===== src/rtl/branch_pkg.sv =====
// Shared definitions for the branch resolution block: branch-kind encodings,
// FSM state type, statistics counter width and the target-address helper.
package branch_pkg;

    localparam int CNT_W = 16;
    localparam logic [CNT_W-1:0] CNT_ONE = {{(CNT_W-1){1'b0}}, 1'b1};
    localparam logic [CNT_W-1:0] CNT_MAX = {CNT_W{1'b1}};

    typedef enum logic [3:0] {
        BR_NONE = 4'd0,
        BR_BEQ  = 4'd1,
        BR_BNE  = 4'd2,
        BR_BLEZ = 4'd3,
        BR_BGTZ = 4'd4,
        BR_BLTZ = 4'd5,
        BR_BGEZ = 4'd6,
        BR_BGTU = 4'd7,
        BR_BLTU = 4'd8
    } br_op_e;

    typedef enum logic {
        ST_IDLE     = 1'b0,
        ST_RESOLVED = 1'b1
    } state_e;

    // Branch target: PC + 4 plus the word-scaled, sign-extended offset.
    // The 32-bit sum wraps silently.
    function automatic logic [31:0] branch_target(input logic [31:0] pc,
                                                  input logic [15:0] imm);
        logic [31:0] offs;
        offs = {{14{imm[15]}}, imm, 2'b00};
        return pc + 32'd4 + offs;
    endfunction

endpackage


===== src/rtl/br_eval.sv =====
// Combinational branch decision: maps the branch kind and comparator flags
// to a taken bit and flags encodings that are not a known branch kind.
module br_eval
    import branch_pkg::*;
(
    input  logic [3:0] br_op,
    input  logic       equal,
    input  logic       larger,
    input  logic       less,
    input  logic       bez,
    input  logic       bgz,
    input  logic       blz,
    output logic       taken,
    output logic       illegal
);

    // Decode the branch kind into a taken decision; unknown kinds never take.
    always_comb begin
        taken   = 1'b0;
        illegal = 1'b0;
        case (br_op)
            BR_NONE: taken = 1'b0;
            BR_BEQ:  taken = equal;
            BR_BNE:  taken = ~equal;
            BR_BLEZ: taken = bez | blz;
            BR_BGTZ: taken = bgz;
            BR_BLTZ: taken = blz;
            BR_BGEZ: taken = bez | bgz;
            BR_BGTU: taken = larger;
            BR_BLTU: taken = less;
            default: begin
                taken   = 1'b0;
                illegal = 1'b1;
            end
        endcase
    end

endmodule


===== src/rtl/branch_resolve.sv =====
// Branch resolution in decode: accepts a branch when the pipeline is not
// held, registers the redirect target for taken branches, pulses on
// not-taken ones and latches a sticky error for delay-slot branches or
// unknown branch kinds.
// Optional feature: define BRANCH_STATS_EN to build saturating taken /
// not-taken statistics counters; otherwise the counter ports read 0.
module branch_resolve
    import branch_pkg::*;
(
    input  logic             clk,
    input  logic             reset,
    input  logic             stall,
    input  logic             br_valid,
    input  logic [3:0]       br_op,
    input  logic             equal,
    input  logic             larger,
    input  logic             less,
    input  logic             bez,
    input  logic             bgz,
    input  logic             blz,
    input  logic [31:0]      pc_d,
    input  logic [15:0]      imm16,
    output logic             redirect,
    output logic [31:0]      target,
    output logic             nt_pulse,
    output logic             dslot_err,
    output logic [CNT_W-1:0] taken_cnt,
    output logic [CNT_W-1:0] nt_cnt
);

    state_e state_r;
    logic   taken_s;
    logic   illegal_s;

    br_eval u_br_eval (
        .br_op   (br_op),
        .equal   (equal),
        .larger  (larger),
        .less    (less),
        .bez     (bez),
        .bgz     (bgz),
        .blz     (blz),
        .taken   (taken_s),
        .illegal (illegal_s)
    );

    // Resolution FSM with registered redirect, target, pulse and error flag.
    always_ff @(posedge clk or negedge reset) begin
        if (!reset) begin
            state_r   <= ST_IDLE;
            redirect  <= 1'b0;
            target    <= 32'd0;
            nt_pulse  <= 1'b0;
            dslot_err <= 1'b0;
        end else begin
            nt_pulse <= 1'b0;
            case (state_r)
                ST_IDLE: begin
                    // A held branch is dropped; the hazard unit re-presents it.
                    if (br_valid && !stall) begin
                        if (illegal_s) begin
                            dslot_err <= 1'b1;
                        end
                        if (taken_s) begin
                            state_r  <= ST_RESOLVED;
                            redirect <= 1'b1;
                            target   <= branch_target(pc_d, imm16);
                        end else begin
                            nt_pulse <= 1'b1;
                        end
                    end
                end
                ST_RESOLVED: begin
                    // Anything arriving here sits in the delay slot.
                    if (br_valid) begin
                        dslot_err <= 1'b1;
                    end
                    if (!stall) begin
                        state_r  <= ST_IDLE;
                        redirect <= 1'b0;
                    end
                end
                default: begin
                    state_r  <= ST_IDLE;
                    redirect <= 1'b0;
                end
            endcase
        end
    end

`ifdef BRANCH_STATS_EN
    logic acc_taken_s;
    logic acc_nt_s;

    assign acc_taken_s = (state_r == ST_IDLE) && br_valid && !stall && taken_s;
    assign acc_nt_s    = (state_r == ST_IDLE) && br_valid && !stall && !taken_s;

    // Saturating counts of accepted taken and not-taken branches.
    always_ff @(posedge clk or negedge reset) begin
        if (!reset) begin
            taken_cnt <= {CNT_W{1'b0}};
            nt_cnt    <= {CNT_W{1'b0}};
        end else begin
            if (acc_taken_s && (taken_cnt != CNT_MAX)) begin
                taken_cnt <= taken_cnt + CNT_ONE;
            end
            if (acc_nt_s && (nt_cnt != CNT_MAX)) begin
                nt_cnt <= nt_cnt + CNT_ONE;
            end
        end
    end
`else
    assign taken_cnt = {CNT_W{1'b0}};
    assign nt_cnt    = {CNT_W{1'b0}};
`endif

endmodule


===== config.mk =====
export PLATFORM = sky130hd
export DESIGN_NAME = branch_resolve
export DESIGN_NICKNAME = d
export VERILOG_FILES = /design/src/rtl/branch_pkg.sv /design/src/rtl/br_eval.sv /design/src/rtl/branch_resolve.sv
export SDC_FILE = /design/constraint.sdc
export NUM_CORES = 1
export LEC_CHECK = 0
export BUFFER_PORTS_ARGS = -buffer_cell sky130_fd_sc_hd__clkbuf_2
export CAP_MARGIN = 40
export CORE_MARGIN = 3
export CORE_UTILIZATION = 35
export CTS_CLUSTER_DIAMETER = 40
export DETAILED_ROUTE_END_ITERATION = 8
export PLACE_DENSITY = 0.6
export SETUP_SLACK_MARGIN = 0.3
export SLEW_MARGIN = 20
export SYNTH_ARGS = -nofsm -noshare
export SYNTH_HDL_FRONTEND = slang
export SYNTH_SLANG_ARGS = --single-unit

===== constraint.sdc =====
create_clock -name clk -period 1.8 [get_ports clk]
set_input_delay 0.18 -clock clk [delete_from_list [all_inputs] [get_ports clk]]
set_output_delay 0.18 -clock clk [all_outputs]
set_load 0.05 [all_outputs]

==> results by group <==
Floorplan
  • Initial core utilization: 36.6%
  • Core area: 9910 um2
  • Die Y: 108 um
  • FP Rows: 36
  • IO Pins: 129
  • Die ar.: 11600 um2
  • Die boundary width: 108 um

Power
  • Logic pwr share: 62.5%
  • PD cells: 885 nW/um2
  • Peak supply drop: 666 uV
  • Internal power: 2.64 mW
  • Sequential share of power: 23.3%
  • Switching Share: 49.3%
  • Leakage: 2.87 nW
  • Clock share of power: 14.2%
  • P_sw: 2.57 mW

Clocking
  • Clk root buf: clkbuf_8
  • Worst-path clk slew: 0.07 ns
  • Clock latency on the worst-skew pair: 0.29 ns
  • TritonCTS clock tree: done
  • TritonCTS Buffers: 5
  • Max clock buf depth: 2
  • Htree depth: 2
  • Clock sinks: 36

Cells and area
  • Layout Cells excl Fill: 778
  • Fin area: 5900 um2
  • Area of the multi-input gates: 3170 um2
  • Share of cells above drive strength 1: 47.6%
  • Filler cell count: 902
  • Register area: 901 um2
  • Core Util, Final: 59.5%
  • Number of inserted diodes: 0
  • Area Overhead vs Synth: 62.8%
  • Layout Nets: 764

Placed design
  • Final Wtd Congestion: 0.870
  • Placed Area: 5260 um2
  • Dpl ws: -0.969 ns
  • I/O Buffers: 96
  • Placed Instances: 754
  • Post-DP HPWL: 8930 um

Logic synthesis
  • Mapped Cells: 432
  • Asr flop ratio synth: 100%
  • Prevailing post-synth register cell: dfrtp_1
  • Synth Cell Area: 3620 um2
  • Synth Register Bits: 36
  • Sequential fraction of the synthesis area: 24.9%
  • Post-synth EDFFs: 0
  • Syn avg cell area: 8.38 um2
  • Synth Warn #: 0
  • Library cells used by synthesis: 52

STA
  • Fin. Hold Viols: 0
  • Setup Viol. Count Final: 19
  • Final Cycle Share: 129%
  • Slack of the critical path: -0.524 ns
  • Fin. max-slew vios: 0
  • RSZ-0062 raised after global routing: true
  • Fmax: 430 MHz
  • Min Tclk post-route: 2.32 ns
  • Setup Skew: 0.00516 ns

Worst setup path
  • Reg2Reg Depth: 5
  • R2r setup slk: 0.18 ns
  • Critical Path Source Type: input pin
  • Worst r2r dst: target[23]
  • Crit path required time: 1.98 ns
  • Worst r2r src: state_r
  • Crit path capture type: flip-flop
  • Crit Path Max Fanout: 4
  • Critical path class: input pin to flip-flop
  • Crit path DAT: 2.50 ns

GRT
  • Vias in the first global route: 3824
  • Total global-route track usage: 19.1%
  • Congestion Overflow GR: 0
  • First-pass GRT wire length: 18000 um
  • Largest net degree at the start of global routing: 37
  • Antenna violations before repair: 0

Flow run
  • Total of max-cap violations: 0

Min path
  • Hold Path Depth: 3
  • Worst Hold Endpoint: target[0]
  • Worst Hold Class: input pin to flip-flop
  • HP Start: pc_d[0]

Drt
  • Vias per cell: 4.96
  • DR vias: 3855
  • Drt drc: 0
  • DR iter-0 viols: 100
  • Post-route ant nets: 0
  • Wire per inst: 14.6 um
  • First-pass DRT Iterations: 4
  • WL final: 11400 um

Run status
  • Violated checks: negative setup slack
  • Status: finished with violations
[cells in the mapped netlist (3+ instances only)]
library cell / number / share of area, %
buf_2: 7 / 0.97
a21o_1: 10 / 2.1
nand2_1: 64 / 6.6
and3_1: 4 / 0.69
a211oi_1: 3 / 0.62
o21a_1: 7 / 1.5
o31ai_1: 3 / 0.62
nor2_1: 16 / 1.7
a31oi_1: 6 / 1.0
nand4_1: 6 / 1.0
nor3_1: 6 / 0.83
ha_1: 57 / 20
o211ai_1: 3 / 0.62
buf_4: 33 / 6.8
dfrtp_1: 36 / 25
o21ai_0: 33 / 4.6
nand2b_1: 4 / 0.69
nor2b_1: 4 / 0.69
inv_1: 16 / 1.7
nor3b_1: 3 / 0.62
and4_1: 3 / 0.73
clkbuf_1: 5 / 0.52
nand3_1: 16 / 2.2
o21bai_1: 3 / 0.62
xnor2_1: 11 / 2.7
a21oi_1: 27 / 3.7
or3_1: 3 / 0.52
xor2_1: 9 / 2.2
[registers in the layout, indices dropped and copies added, names as in the netlist]
| register | count |
|---|---|
| state_r | 1 |
| nt_pulse | 1 |
| dslot_err | 1 |
| redirect | 1 |
| target | 32 |
[per-layer routing]
metal	up-vias	share of wire, %	GRT usage (%)
li1	1928	-	-
met1	1812	42	23.6
met2	105	52	35.2
met3	10	4.6	3.00
met4	0	1.0	3.52
met5	-	0	0
[critical path: stages]
cell and delay [ns]:
buf_6 0.10, ha_4 0.24, ha_4 0.16, fa_2 0.36, a21o_1 0.21, a221oi_4 0.32, nand3_2 0.19, nand3_4 0.17
a31oi_4 0.11, o21a_1 0.21, o31a_1 0.23
[layout make-up]
cell class | instances | share of cell area (%)
clock buffers | 6 | 1.23
clock inverters | 2 | 0.594
inverters | 16 | 1.02
multi-input cells | 366 | 53.7
flip-flops and latches | 36 | 15.3
well taps | 133 | 2.82
repair buffers | 219 | 25.3
[cells by family after synthesis]
group	synth area share, %
flip-flops	24.9
other	0.104
AO/OA/AOI/OAI	21.6
AND/OR/NAND/NOR	17.5
buffers and inverters	9.98
adder cells (fa/ha/maj)	20.2
multiplexers	0.898
XOR/XNOR	4.84
[power by group through the flow]
stage	registers [mW]	logic (mW)	clock network [mW]
floorplan	2.08	1.22	0
global route	1.25	3.51	0.803
finish	1.22	3.26	0.741
CTS	1.22	3.13	0.759
global placement	1.22	2.98	0
detailed placement	1.23	3.02	0
[metrics by stage]
stage | hold slack (ns) | setup TNS, ns | power, mW
2_1_floorplan | -0.116 | -5.68 | 3.30
3_3_place_gp | 0.265 | -12.80 | 4.20
3_5_place_dp | 0.269 | -13.87 | 4.25
4_1_cts | 0.0836 | -5.34 | 5.10
5_1_grt | 0.0789 | -7.25 | 5.56
6_report | 0.0908 | -5.82 | 5.22
[placed cells by master, fill, tap and decap left out, types with 4 or more instances in the layout]
master	netlist	layout
ha_4	0	25
ha_1	57	32
nand2_1	64	63
nor2b_1	4	4
xnor2_1	11	8
a21o_1	10	10
nor3_1	6	6
buf_6	0	15
a21oi_2	0	4
buf_4	33	110
dfrtp_1	36	36
conb_1	1	32
a21oi_4	0	5
nand3_1	16	12
xor2_1	9	8
a31oi_1	6	4
o21ai_1	2	22
nand4_1	6	6
clkbuf_8	0	6
a21oi_1	27	18
inv_1	16	13
o21a_1	7	7
nor2_1	16	13
o21ai_0	33	7
clkbuf_2	0	91
[timing repair]
action,in CTS,in global routing
endpoints found under the setup margin,33,33
gates resized for setup,35,50
hold buffers,1,0
gates cloned,0,0
setup buffers,8,7
pin swaps,16,40
endpoints found under the hold margin,36,0
[how the worst max path moves through the flow]
| stage | slack [ns] | endpoint | from |
|---|---|---|---|
| 2_1_floorplan | -0.53 | target[30] | pc_d[11] |
| 3_3_place_gp | -0.86 | target[31] | imm16[15] |
| 3_5_place_dp | -0.97 | target[31] | imm16[15] |
| 4_1_cts | -0.47 | target[30] | pc_d[9] |
| 5_1_grt | -0.59 | target[31] | imm16[1] |
| 6_report | -0.52 | target[31] | imm16[1] |
(Power assumes the default switching activity.)
